--- src/rtl/pipe_adder.sv ---
// pipe_adder
//   Pipelined integer add/subtract unit with a valid/ready handshake.
//   Stage k resolves operand bits [k*SEG +: SEG] using the registered carry
//   from stage k-1. Lower result segments ride along with their operation and
//   upper operand segments are carried forward, so every result bit leaves the
//   last stage in the same cycle. Latency is STAGES cycles and throughput is
//   one operation per cycle. The whole pipeline freezes while the output is
//   stalled.
//
//   Optional feature macro: PIPE_ADDER_SAT_EN
//     When defined, the in_sat port exists. If in_sat=1 and the operation
//     overflows, S is saturated to the signed limit in the final stage.
//
// Parameters
//   WIDTH   operand/result width (>= 2)
//   STAGES  pipeline depth, 1..WIDTH, must divide WIDTH
//
// Ports
//   clk        rising-edge clock
//   rst_n      asynchronous active-low reset
//   in_valid   operands A/B/Cin/sub (and in_sat) valid this cycle
//   in_ready   unit accepts an operation this cycle
//   A, B       operands
//   Cin        carry in, ignored when sub=1
//   sub        0: S=A+B+Cin   1: S=A-B
//   out_valid  S/Cout/Ovf hold a result
//   out_ready  consumer takes the result this cycle
//   S          sum/difference modulo 2^WIDTH
//   Cout       carry out of the MSB (under sub, 1 = no borrow)
//   Ovf        signed overflow
//   in_sat     saturate the signed result (PIPE_ADDER_SAT_EN only)

module pipe_adder #(
    parameter int WIDTH  = 32,
    parameter int STAGES = 4
) (
    input  logic             clk,
    input  logic             rst_n,
    input  logic             in_valid,
    output logic             in_ready,
    input  logic [WIDTH-1:0] A,
    input  logic [WIDTH-1:0] B,
    input  logic             Cin,
    input  logic             sub,
    output logic             out_valid,
    input  logic             out_ready,
    output logic [WIDTH-1:0] S,
    output logic             Cout,
    output logic             Ovf
`ifdef PIPE_ADDER_SAT_EN
    ,
    input  logic             in_sat
`endif
);

    localparam int SEG = WIDTH / STAGES;
    localparam int L   = STAGES - 1;

    if (WIDTH < 2 || STAGES < 1 || STAGES > WIDTH || (WIDTH % STAGES) != 0) begin : g_param_check
        $error("pipe_adder: illegal WIDTH/STAGES combination");
    end

    // Per-stage registers. a_q/b_q carry the not-yet-consumed operand
    // segments (b_q already holds B' = sub ? ~B : B), s_q the result bits
    // resolved so far, c_q the carry out of the segment just resolved.
    logic             v_q [STAGES];
    logic             c_q [STAGES];
    logic [WIDTH-1:0] a_q [STAGES];
    logic [WIDTH-1:0] b_q [STAGES];
    logic [WIDTH-1:0] s_q [STAGES];
    logic             ovf_q;
`ifdef PIPE_ADDER_SAT_EN
    logic             sat_q   [STAGES];
    logic             sat_src [STAGES];
`endif

    // Inputs to each stage: the ports for stage 0, the previous register otherwise.
    logic             v_src [STAGES];
    logic             c_src [STAGES];
    logic [WIDTH-1:0] a_src [STAGES];
    logic [WIDTH-1:0] b_src [STAGES];
    logic [WIDTH-1:0] s_src [STAGES];

    logic [WIDTH-1:0] s_nxt [STAGES];
    logic             c_nxt [STAGES];
    logic [SEG:0]     seg_sum;
    logic [WIDTH-1:0] s_fin;
    logic             ovf_nxt;
    logic             stall;

    assign out_valid = v_q[L];
    assign S         = s_q[L];
    assign Cout      = c_q[L];
    assign Ovf       = ovf_q;

    assign stall    = out_valid && !out_ready;
    assign in_ready = !stall;

    always_comb begin
        v_src[0] = in_valid;
        a_src[0] = A;
        b_src[0] = sub ? ~B : B;
        s_src[0] = '0;
        c_src[0] = sub ? 1'b1 : Cin;
`ifdef PIPE_ADDER_SAT_EN
        sat_src[0] = in_sat;
`endif
        for (int k = 1; k < STAGES; k++) begin
            v_src[k] = v_q[k-1];
            a_src[k] = a_q[k-1];
            b_src[k] = b_q[k-1];
            s_src[k] = s_q[k-1];
            c_src[k] = c_q[k-1];
`ifdef PIPE_ADDER_SAT_EN
            sat_src[k] = sat_q[k-1];
`endif
        end
    end

    // One SEG+1-bit add per stage; the top bit is the carry into the next segment.
    always_comb begin
        seg_sum = '0;
        for (int k = 0; k < STAGES; k++) begin
            seg_sum = {1'b0, a_src[k][k*SEG +: SEG]}
                    + {1'b0, b_src[k][k*SEG +: SEG]}
                    + {{SEG{1'b0}}, c_src[k]};
            s_nxt[k]                = s_src[k];
            s_nxt[k][k*SEG +: SEG]  = seg_sum[SEG-1:0];
            c_nxt[k]                = seg_sum[SEG];
        end
    end

    // Overflow and optional saturation are resolved in the last stage, where
    // the full raw result first exists.
    always_comb begin
        ovf_nxt = (a_src[L][WIDTH-1] == b_src[L][WIDTH-1]) &&
                  (s_nxt[L][WIDTH-1] != a_src[L][WIDTH-1]);
        s_fin   = s_nxt[L];
`ifdef PIPE_ADDER_SAT_EN
        if (sat_src[L] && ovf_nxt) begin
            s_fin = a_src[L][WIDTH-1] ? {1'b1, {(WIDTH-1){1'b0}}}
                                      : {1'b0, {(WIDTH-1){1'b1}}};
        end
`endif
    end

    always_ff @(posedge clk or negedge rst_n) begin
        if (!rst_n) begin
            for (int k = 0; k < STAGES; k++) begin
                v_q[k] <= 1'b0;
                c_q[k] <= 1'b0;
                a_q[k] <= '0;
                b_q[k] <= '0;
                s_q[k] <= '0;
`ifdef PIPE_ADDER_SAT_EN
                sat_q[k] <= 1'b0;
`endif
            end
            ovf_q <= 1'b0;
        end else if (!stall) begin
            for (int k = 0; k < STAGES; k++) begin
                v_q[k] <= v_src[k];
                c_q[k] <= c_nxt[k];
                a_q[k] <= a_src[k];
                b_q[k] <= b_src[k];
                s_q[k] <= (k == L) ? s_fin : s_nxt[k];
`ifdef PIPE_ADDER_SAT_EN
                sat_q[k] <= sat_src[k];
`endif
            end
            ovf_q <= ovf_nxt;
        end
    end

endmodule
--- config.mk ---
export PLATFORM = sky130hd
export DESIGN_NAME = pipe_adder
export DESIGN_NICKNAME = d
export VERILOG_FILES = /design/src/rtl/pipe_adder.sv
export SDC_FILE = /design/constraint.sdc
export NUM_CORES = 1
export LEC_CHECK = 0
export BUFFER_PORTS_ARGS = -buffer_cell sky130_fd_sc_hd__buf_2
export CAP_MARGIN = 40
export CORE_AREA = 2 2 121 123
export DETAILED_ROUTE_END_ITERATION = 10
export DIE_AREA = 0 0 123 125
export PLACE_DENSITY = 0.82
export SLEW_MARGIN = 40
export SYNTH_ARGS = -nofsm -noshare
export SYNTH_HDL_FRONTEND = slang
export SYNTH_SLANG_ARGS = --single-unit
--- constraint.sdc ---
create_clock -name clk -period 3.9 [get_ports clk]
set_input_delay 1.17 -clock clk [delete_from_list [all_inputs] [get_ports clk]]
set_output_delay 1.17 -clock clk [all_outputs]
set_load 0.05 [all_outputs]
==> results.cfg, run 1 <==
[placement]
place.gp.congestion = 0.819
hpwlAfterDp_mm = 10.3
port_buffers = 105
dpl_cell_area_um2 = 8980

[clock_network]
cts_resized = 0
cts_sinks = 185
clockRootBuffer = clkbuf_16
clk_pin_slew_worst_paths_ns = 0.06
cts_buffers = 17
clock_latency_ns = 0.43
cts_hold_buf = 0
cts_tree = built
cts_buffer_depth = 2
cts_max_level = 4
post_cts_buffers = 0

[floorplan]
num_rows = 44
io_pins = 106
fp.coreArea_um2 = 14200
die_h_um = 125
die_w_um = 123
start_util_pct = 58.6
die-area_um2 = 15400

[global_routing]
antenna_found_initial = 1
grt_util_all_layers_pct = 22.5
grt.overflow.total = 0
grt_pass1_vias = 5904
grt_first_pass_wirelength_mm = 27.4
grt_max_degree = 220

[pwr]
pwr_density_cell_nw_per_um2 = 875
power.total_mw = 8.42
leakagePower_nw = 4.95
vdd_drop_max_v = 0.000900

[synth]
synth_cell_types = 31
post_synth.cell_area_avg_um2 = 9.14
synth.net_count = 1017
syn_inst = 911
ys_seq_area_share_pct = 55.6
syn_area_um2 = 8330
yosys_warnings = 0
synth_seq_cells = 185

[timing]
fin_hold_ws_ns = 0.458
tightest_slew_ns = 0.670
fmax_mhz = 328
period_minus_slack_ns = 3.05
fin_skew_ns = 0.00702
hold_viol = 0
rsz0062_at_grt = false
setup_viol = 0
fin_tns_setup_ns = 0
max_slew_margin_pct = 55.3
slew_viol_final = 0
fin_crit_sh_pct = 78.1

[detailed_routing]
drt-initial-drc-count = 412
final_antenna_net_count = 0
totalWireLength_mm = 16.3
wl_per_cell_um = 13.6
drc = 0
vias = 6193
vias_per_cell = 5.17
dr.pass1.iters = 4

[setup_path]
required_ns = 4.27
rrSetupSlack_ns = 1.40
crit_type = input port to flip-flop
cp_data_arrival_time_ns = 3.42
start_kind = input port
crit_fanout = 10
critPathCaptureType = flip-flop

[final_layout]
fin_area_um2 = 9630
post-route-util_pct = 67.8
layout.nets = 1105
syn_to_final_growth_pct = 15.6
layout-drive-gt1-share_pct = 15.1

[min_path]
hold_path.class = flip-flop to flip-flop

[run_status]
outcome = complete, no violations

[flow_run]
drv_cap = 0
## report_power, final
group	internal (mW)	switching [mW]	total, mW
Clock	1.05	0.740	1.79
Sequential	2.77	0.479	3.25
Combinational	1.17	2.22	3.38
Total	4.99	3.44	8.42
## per-stage QoR
stage,std cells,worst slack [ns]
6_report,1197,0.852
5_1_grt,1197,0.732
4_1_cts,1195,0.891
3_5_place_dp,1163,0.439
3_3_place_gp,1163,0.476
2_1_floorplan,911,0.393
## critical path, cell delays in order
cell      delay (ns)
buf_2           0.18
or2_2           0.32
fa_1            0.42
inv_1           0.09
fa_1            0.25
nor2b_4         0.05
o31a_1          0.28
o311a_1         0.32
a211oi_1        0.23
a21o_1          0.11
## Yosys cell counts (all sizes together)
cell type	n	share of area (%)
xor2	21	2.2
o211ai	4	0.36
o21a	2	0.18
nor3	10	0.60
ha	28	4.2
a41oi	2	0.30
xnor2	26	2.7
or2	3	0.23
a211oi	12	1.1
a31oi	4	0.30
o31a	2	0.21
or3	4	0.30
nand2	430	19
a21o	8	0.72
clkbuf	13	0.59
a21oi	14	0.84
fa	8	1.9
nor2	14	0.63
nand2b	3	0.23
buf	31	1.8
o21bai	4	0.36
o311a	2	0.24
o21ai	64	3.8
inv	11	0.50
nor2b	5	0.56
o31ai	1	0.090
dfrtp	185	56
## final timing paths
kind,start,endpoint,cells after the start
worst min register to register,S[20]$_DFFE_PN0N_,S[20]$_DFFE_PN0N_,2
worst max-delay path,sub,s_nxt[70]$_DFFE_PN0N_,10
min in group asynchronous,rst_n,b_q[127]$_DFFE_PN0N_,1
worst min-delay path,S[20]$_DFFE_PN0N_,S[20]$_DFFE_PN0N_,2
max in group asynchronous,rst_n,a_q[117]$_DFFE_PN0N_,2
worst max register to register,c_q[2]$_DFFE_PN0N_,s_fin[22]$_DFFE_PN0N_,7
## logic make-up after synthesis
kind of cell / synth area share [%]
simple gates: 21.9
compound gates: 8.53
fa+ha+maj: 6.13
xor+xnor: 4.94
buf+inv: 2.90
flops: 55.6
## placed cells by master (no fill, tap or decap), types with 10 or more instances in the layout
| cell | synthesis | final |
|---|---|---|
| inv_1 | 10 | 10 |
| a211oi_1 | 12 | 12 |
| ha_1 | 28 | 28 |
| a21oi_1 | 14 | 14 |
| dfrtp_1 | 185 | 185 |
| nor3_1 | 10 | 10 |
| nand2_1 | 430 | 430 |
| xnor2_1 | 26 | 26 |
| clkbuf_16 | 0 | 17 |
| o21ai_0 | 64 | 64 |
| xor2_1 | 21 | 21 |
| nor2_1 | 14 | 14 |
| buf_2 | 28 | 104 |
## sequential cells by signal, summed over array words and instances (netlist names)
signal / cells
Ovf: 1
c_q: 3
S: 32
s_nxt: 24
b_q: 48
s_fin: 24
Cout: 1
v_q: 3
a_q: 48
out_valid: 1
## per-layer routing
layer | track usage (%) | part of all wire [%] | vias to the layer above
li1 | - | - | 3108
met1 | 29.6 | 44 | 2955
met2 | 37.1 | 51 | 105
met3 | 4.38 | 3.5 | 25
met4 | 8.36 | 2.1 | 0
met5 | 0 | 0 | -
## layout make-up
class,instances,area [um2]
inverter,11,43.8
timing repair buffer,113,643
antenna,1,2.50
multi-input combinational,671,3470
fill,1159,4570
clock inverter,13,164
clock buffer,19,453
tap,184,230
sequential,185,4630
Power figures use the tool's default switching activity.
==> run 2: changes to the inputs <==
--- a/config.mk
+++ b/config.mk
@@ -7,10 +7,10 @@
 export LEC_CHECK = 0
 export BUFFER_PORTS_ARGS = -buffer_cell sky130_fd_sc_hd__buf_2
 export CAP_MARGIN = 40
-export CORE_AREA = 2 2 121 123
+export CORE_AREA = 2 2 130 132
 export DETAILED_ROUTE_END_ITERATION = 10
-export DIE_AREA = 0 0 123 125
-export PLACE_DENSITY = 0.82
+export DIE_AREA = 0 0 132 134
+export PLACE_DENSITY = 0.76
 export SLEW_MARGIN = 40
 export SYNTH_ARGS = -nofsm -noshare
 export SYNTH_HDL_FRONTEND = slang
==> constraint.sdc (replaced) <==
create_clock -name clk -period 2.7 [get_ports clk]
set_input_delay 0.81 -clock clk [delete_from_list [all_inputs] [get_ports clk]]
set_output_delay 0.81 -clock clk [all_outputs]
set_load 0.05 [all_outputs]
==> run 2 against run 1 <==
Net effect: critical path depth stayed put; power is 46% higher; worst hold slack worse by 0.12 ns; sequential cell count stayed put; combinational power is 44% higher; design area is 1.5% higher; routed wire length is 0.61% lower; first-iteration DRC count is 2.7% higher; final cell count is 3.5% higher; register-to-register slack worse by 1.1 ns; clock-buffer cell count is 1 higher; largest power group unchanged.
==> results.cfg, run 2 (synthesized netlist as in run 1, its figures left out) <==
[global_routing]
grt_first_pass_wirelength_mm = 27.7
grt_pass1_vias = 5929
grt_util_all_layers_pct = 19.4
antenna_found_initial = 3
grt_max_degree = 153
grt.overflow.total = 0

[setup_path]
crit_path_frequent_cell = fa_2
cp_data_arrival_time_ns = 2.73
critPathCaptureType = flip-flop
slowest_delay_ns = 0.35
rrSetupSlack_ns = 0.26
r2r.worst_path.cells = 7
crit_fanout = 3
crit_chain = buf_2, or2_4, fa_2, inv_2, fa_2, nor2b_4, o31a_1, o311a_1, o21ai_1, a31oi_1
required_ns = 2.97
crit_type = input port to flip-flop
rr_startpoint = c_q[3]$_DFFE_PN0N_
startpoint = sub
start_kind = input port
r2r-end = s_nxt[46]$_DFFE_PN0N_
slowest_stage = fa_2

[floorplan]
start_util_pct = 51.1
io_pins = 106
num_rows = 47
die_h_um = 134
die_w_um = 132
fp.coreArea_um2 = 16300
die-area_um2 = 17700

[clock_network]
cts_sinks = 185
cts_buffers = 17
clock_latency_ns = 0.43
clockRootBuffer = clkbuf_16
cts_max_level = 4
cts_resized = 0
cts_hold_buf = 0
cts_buffer_depth = 2
post_cts_buffers = 0
cts_tree = built
clk_pin_slew_worst_paths_ns = 0.07

[final_layout]
final-seq-area_um2 = 4630
finalNonFillerCells = 1239
layout-drive-gt1-share_pct = 15.6
syn_to_final_growth_pct = 17.3
final_cell_mix = 430 x nand2_1, 185 x dfrtp_1, 104 x buf_2
post-route-util_pct = 60.0
layout.nets = 1110
fin_area_um2 = 9770
nFillCells = 1426
multi_input_area_um2 = 3480
final_common_cell = nand2_1

[timing]
period_minus_slack_ns = 2.46
fmax_mhz = 407
max_slew_margin_pct = 54.8
fin_crit_sh_pct = 91.1
slew_viol_final = 0
rsz0062_at_grt = false
fin_skew_ns = 0.00911
worst_slack_ns = 0.241
hold_viol = 0
fin_tns_setup_ns = 0
setup_viol = 0
tightest_slew_ns = 0.678
fin_hold_ws_ns = 0.338

[detailed_routing]
vias = 6070
vias_per_cell = 4.90
final_antenna_net_count = 0
drt-initial-drc-count = 423
dr.pass1.iters = 4
wl_per_cell_um = 13.0
drc = 0
totalWireLength_mm = 16.2

[pwr]
vdd_drop_max_v = 0.000625
power.total_mw = 12.3
leakagePower_nw = 5.00
pwr_density_cell_nw_per_um2 = 1260

[placement]
dpl_cell_area_um2 = 9120
place.gp.congestion = 0.856
dp_slack_ns = -0.188
dp_cells = 1205
port_buffers = 105
hpwlAfterDp_mm = 10.6

[flow_run]
drv_cap = 0

[min_path]
hold_path.class = input port to async pin

[run_status]
outcome = complete, no violations
[run 2: power by group]
part | leakage (nW) | total (mW) | switching (mW) | internal, mW
sequential | 2.24 | 4.69 | 0.683 | 4.01
combinational | 2.45 | 4.88 | 3.19 | 1.69
clock | 0.316 | 2.73 | 1.07 | 1.66
total | 5.00 | 12.3 | 4.94 | 7.36
[run 2: worst max path at each step]
stage | to | slack, ns | cells past startpoint
floorplan | s_nxt[70]$_DFFE_PN0N_ | -0.21 | 11
global placement | c_q[3]$_DFFE_PN0N_ | -0.11 | 10
detailed placement | c_q[3]$_DFFE_PN0N_ | -0.19 | 10
CTS | c_q[3]$_DFFE_PN0N_ | 0.26 | 10
global route | s_nxt[46]$_DFFE_PN0N_ | 0.14 | 7
finish | c_q[3]$_DFFE_PN0N_ | 0.24 | 10
[run 2: final cells by class]
type,instances,share of cell area (%)
Antenna cell,2,0.0512
Clock buffer,20,4.47
Clock inverter,12,2.15
Inverter,11,0.448
Multi-Input combinational cell,671,35.6
Sequential cell,185,47.4
Tap cell,220,2.82
Timing Repair Buffer,118,7.11
[run 2: worst max-delay path, delay by kind of cell]
kind	cells	cell delay [ns]
AOI/OAI and AO/OA	4	0.84
and+or+nand+nor	2	0.30
buffers and inverters	2	0.20
adders and majority gates	2	0.58
[run 2: layer usage]
metal	part of all wire, %	track usage, %	vias to the layer above
li1	-	-	3106
met1	47	26.1	2831
met2	47	31.0	108
met3	4.4	4.99	23
met4	1.8	6.40	2
met5	0.080	0	-
==> run 3: changes to the inputs <==
--- a/config.mk
+++ b/config.mk
@@ -7,10 +7,12 @@
 export LEC_CHECK = 0
 export BUFFER_PORTS_ARGS = -buffer_cell sky130_fd_sc_hd__buf_2
 export CAP_MARGIN = 40
-export CORE_AREA = 2 2 130 132
+export CORE_AREA = 2 2 146 148
 export DETAILED_ROUTE_END_ITERATION = 10
-export DIE_AREA = 0 0 132 134
-export PLACE_DENSITY = 0.76
+export DIE_AREA = 0 0 148 150
+export GPL_TIMING_DRIVEN = 0
+export PLACE_DENSITY = 0.62
+export REMOVE_ABC_BUFFERS = 1
 export SLEW_MARGIN = 40
 export SYNTH_ARGS = -nofsm -noshare
 export SYNTH_HDL_FRONTEND = slang
==> run 3 against run 2 <==
Net effect: first-iteration DRC count is 42% lower; via count fell by 1.6%; sequential power is essentially flat; setup slack got worse by 0.12 ns; critical path depth is the same; highest routed layer is now met4; power up 1.2%; combinational power rose by 1%; die area increased by 26%; sequential cell count unchanged; sequential share of layout area decreased by 1.2 points.
==> results.cfg, run 3 (synthesized netlist as in run 1, its figures left out) <==
[run_status]
outcome = complete, no violations

[clock_network]
clock_latency_ns = 0.42
cts_max_level = 4
cts_hold_buf = 0
cts_sinks = 185
clk_pin_slew_worst_paths_ns = 0.07
cts_buffer_depth = 2
cts_buffers = 17
cts_tree = built
clockRootBuffer = clkbuf_16

[detailed_routing]
final_antenna_net_count = 0
totalWireLength_mm = 15.7
vias_per_cell = 4.62
wl_per_cell_um = 12.1
drt-initial-drc-count = 246
dr.pass1.iters = 5
drc = 0
vias = 5972

[timing]
fin_tns_setup_ns = 0
tightest_slew_ns = 0.434
hold_viol = 0
worst_slack_ns = 0.119
slew_viol_final = 0
max_slew_margin_pct = 71.0
fin_crit_sh_pct = 95.6
period_minus_slack_ns = 2.58
setup_viol = 0
fmax_mhz = 388
rsz0062_at_grt = false
fin_skew_ns = 0.00935

[setup_path]
crit_type = input port to flip-flop
start_kind = input port
slowest_stage = fa_2
cp_data_arrival_time_ns = 2.95
slowest_delay_ns = 0.36
required_ns = 3.07
crit_chain = buf_12, or2_2, fa_2, inv_1, fa_2, nor2b_4, o31a_1, o311a_1, a211oi_2, a21o_1
critPathCaptureType = flip-flop
crit_path_frequent_cell = fa_2
crit_fanout = 33

[floorplan]
num_rows = 53
start_util_pct = 40.3
die_w_um = 148
fp.coreArea_um2 = 20700
die-area_um2 = 22200
io_pins = 106
die_h_um = 150

[final_layout]
layout-drive-gt1-share_pct = 15.8
diodes = 0
final_common_cell = nand2_1
post-route-util_pct = 48.4
final_cell_mix = 430 x nand2_1, 185 x dfrtp_1, 103 x buf_2
fin_area_um2 = 10000
nFillCells = 1983
layout.nets = 1111
syn_to_final_growth_pct = 20.3

[global_routing]
grt_pass1_vias = 5699
grt_max_degree = 100
antenna_found_initial = 0
grt_util_all_layers_pct = 15.0
grt.overflow.total = 0
grt_first_pass_wirelength_mm = 27.1

[flow_run]
drv_cap = 0

[placement]
hpwlAfterDp_mm = 10.5
port_buffers = 105
place.gp.congestion = 0.735
dpl_cell_area_um2 = 9310
dp_slack_ns = -0.678

[pwr]
p_int_mw = 7.60
power_frac_comb_pct = 39.7
leakagePower_nw = 5.07
power_frac_seq_pct = 37.4
power_frac_clock_pct = 22.9
power.switching_mw = 4.85
vdd_drop_max_v = 0.000405
switching_share_pct = 39.0
pwr_density_cell_nw_per_um2 = 1240

[min_path]
hold_path.class = input port to async pin
==> run 3: cell count changes in the layout (fill, tap and decap cells not counted), sizes merged <==
cell      delta
buf          +2
diode        -2
clkinv       +1
inv          -2
bufinv       +1
clkinvlp     +1
clkbuf       -2
==> run 3: through the flow <==
step	total power [mW]	instances	hold WS [ns]
finish	12.5	1293	0.282
global route	13.5	1293	0.296
CTS	12.6	1293	0.286
detailed placement	9.72	1260	0.451
global placement	8.09	1247	0.443
floorplan	8.23	867	0.430
==> run 3: timing repair <==
item / 4_1_cts / 5_1_grt
setup buffers: 1 / 0
resized for setup: 4 / 3
gates cloned: 0 / 0
setup endpoints to repair: 3 / 2
==> run 3: power groups by stage <==
stage	logic [mW]	clock network (mW)	registers [mW]
detailed placement	5.00	0	4.72
finish	4.95	2.85	4.66
global placement	3.77	0	4.31
CTS	5.04	2.93	4.68
floorplan	2.82	0	5.41
global route	5.61	3.04	4.82
==> run 3: path summary, 6_finish.rpt <==
path	depth (start not counted)	endpoint	from	slack (ns)
worst max-delay path	10	s_nxt[70]$_DFFE_PN0N_	sub	0.12
worst min-delay path	1	S[10]$_DFFE_PN0N_	rst_n	0.28
worst max register to register	8	S[30]$_DFFE_PN0N_	c_q[1]$_DFFE_PN0N_	0.35
worst min register to register	2	S[22]$_DFFE_PN0N_	S[22]$_DFFE_PN0N_	0.46
max in group asynchronous	2	a_q[87]$_DFFE_PN0N_	rst_n	1.72
min in group clk	2	S[22]$_DFFE_PN0N_	S[22]$_DFFE_PN0N_	0.46
==> run 3: metal layers <==
| layer | track usage (%) | up-vias | wire, um |
|---|---|---|---|
| li1 | - | 3113 | - |
| met2 | 24.7 | 76 | 7600 |
| met5 | 0 | - | 0 |
| met3 | 3.32 | 15 | 392 |
| met4 | 4.76 | 0 | 223 |
| met1 | 19.8 | 2768 | 7440 |
==> run 3: layout make-up <==
class	instances	area (um2)	area share (%)
inverter	11	48.8	0.487
timing repair buffer	119	841	8.39
multi-input combinational	671	3480	34.7
clock inverter	13	239	2.38
sequential	185	4630	46.2
clock buffer	19	443	4.42
tap	275	344	3.43
==> run 3: worst max-delay path, delay by kind of cell <==
kind | cells | cell delay [ns]
buf+inv | 2 | 0.25
compound gates | 4 | 0.91
simple gates | 2 | 0.37
fa+ha+maj | 2 | 0.59
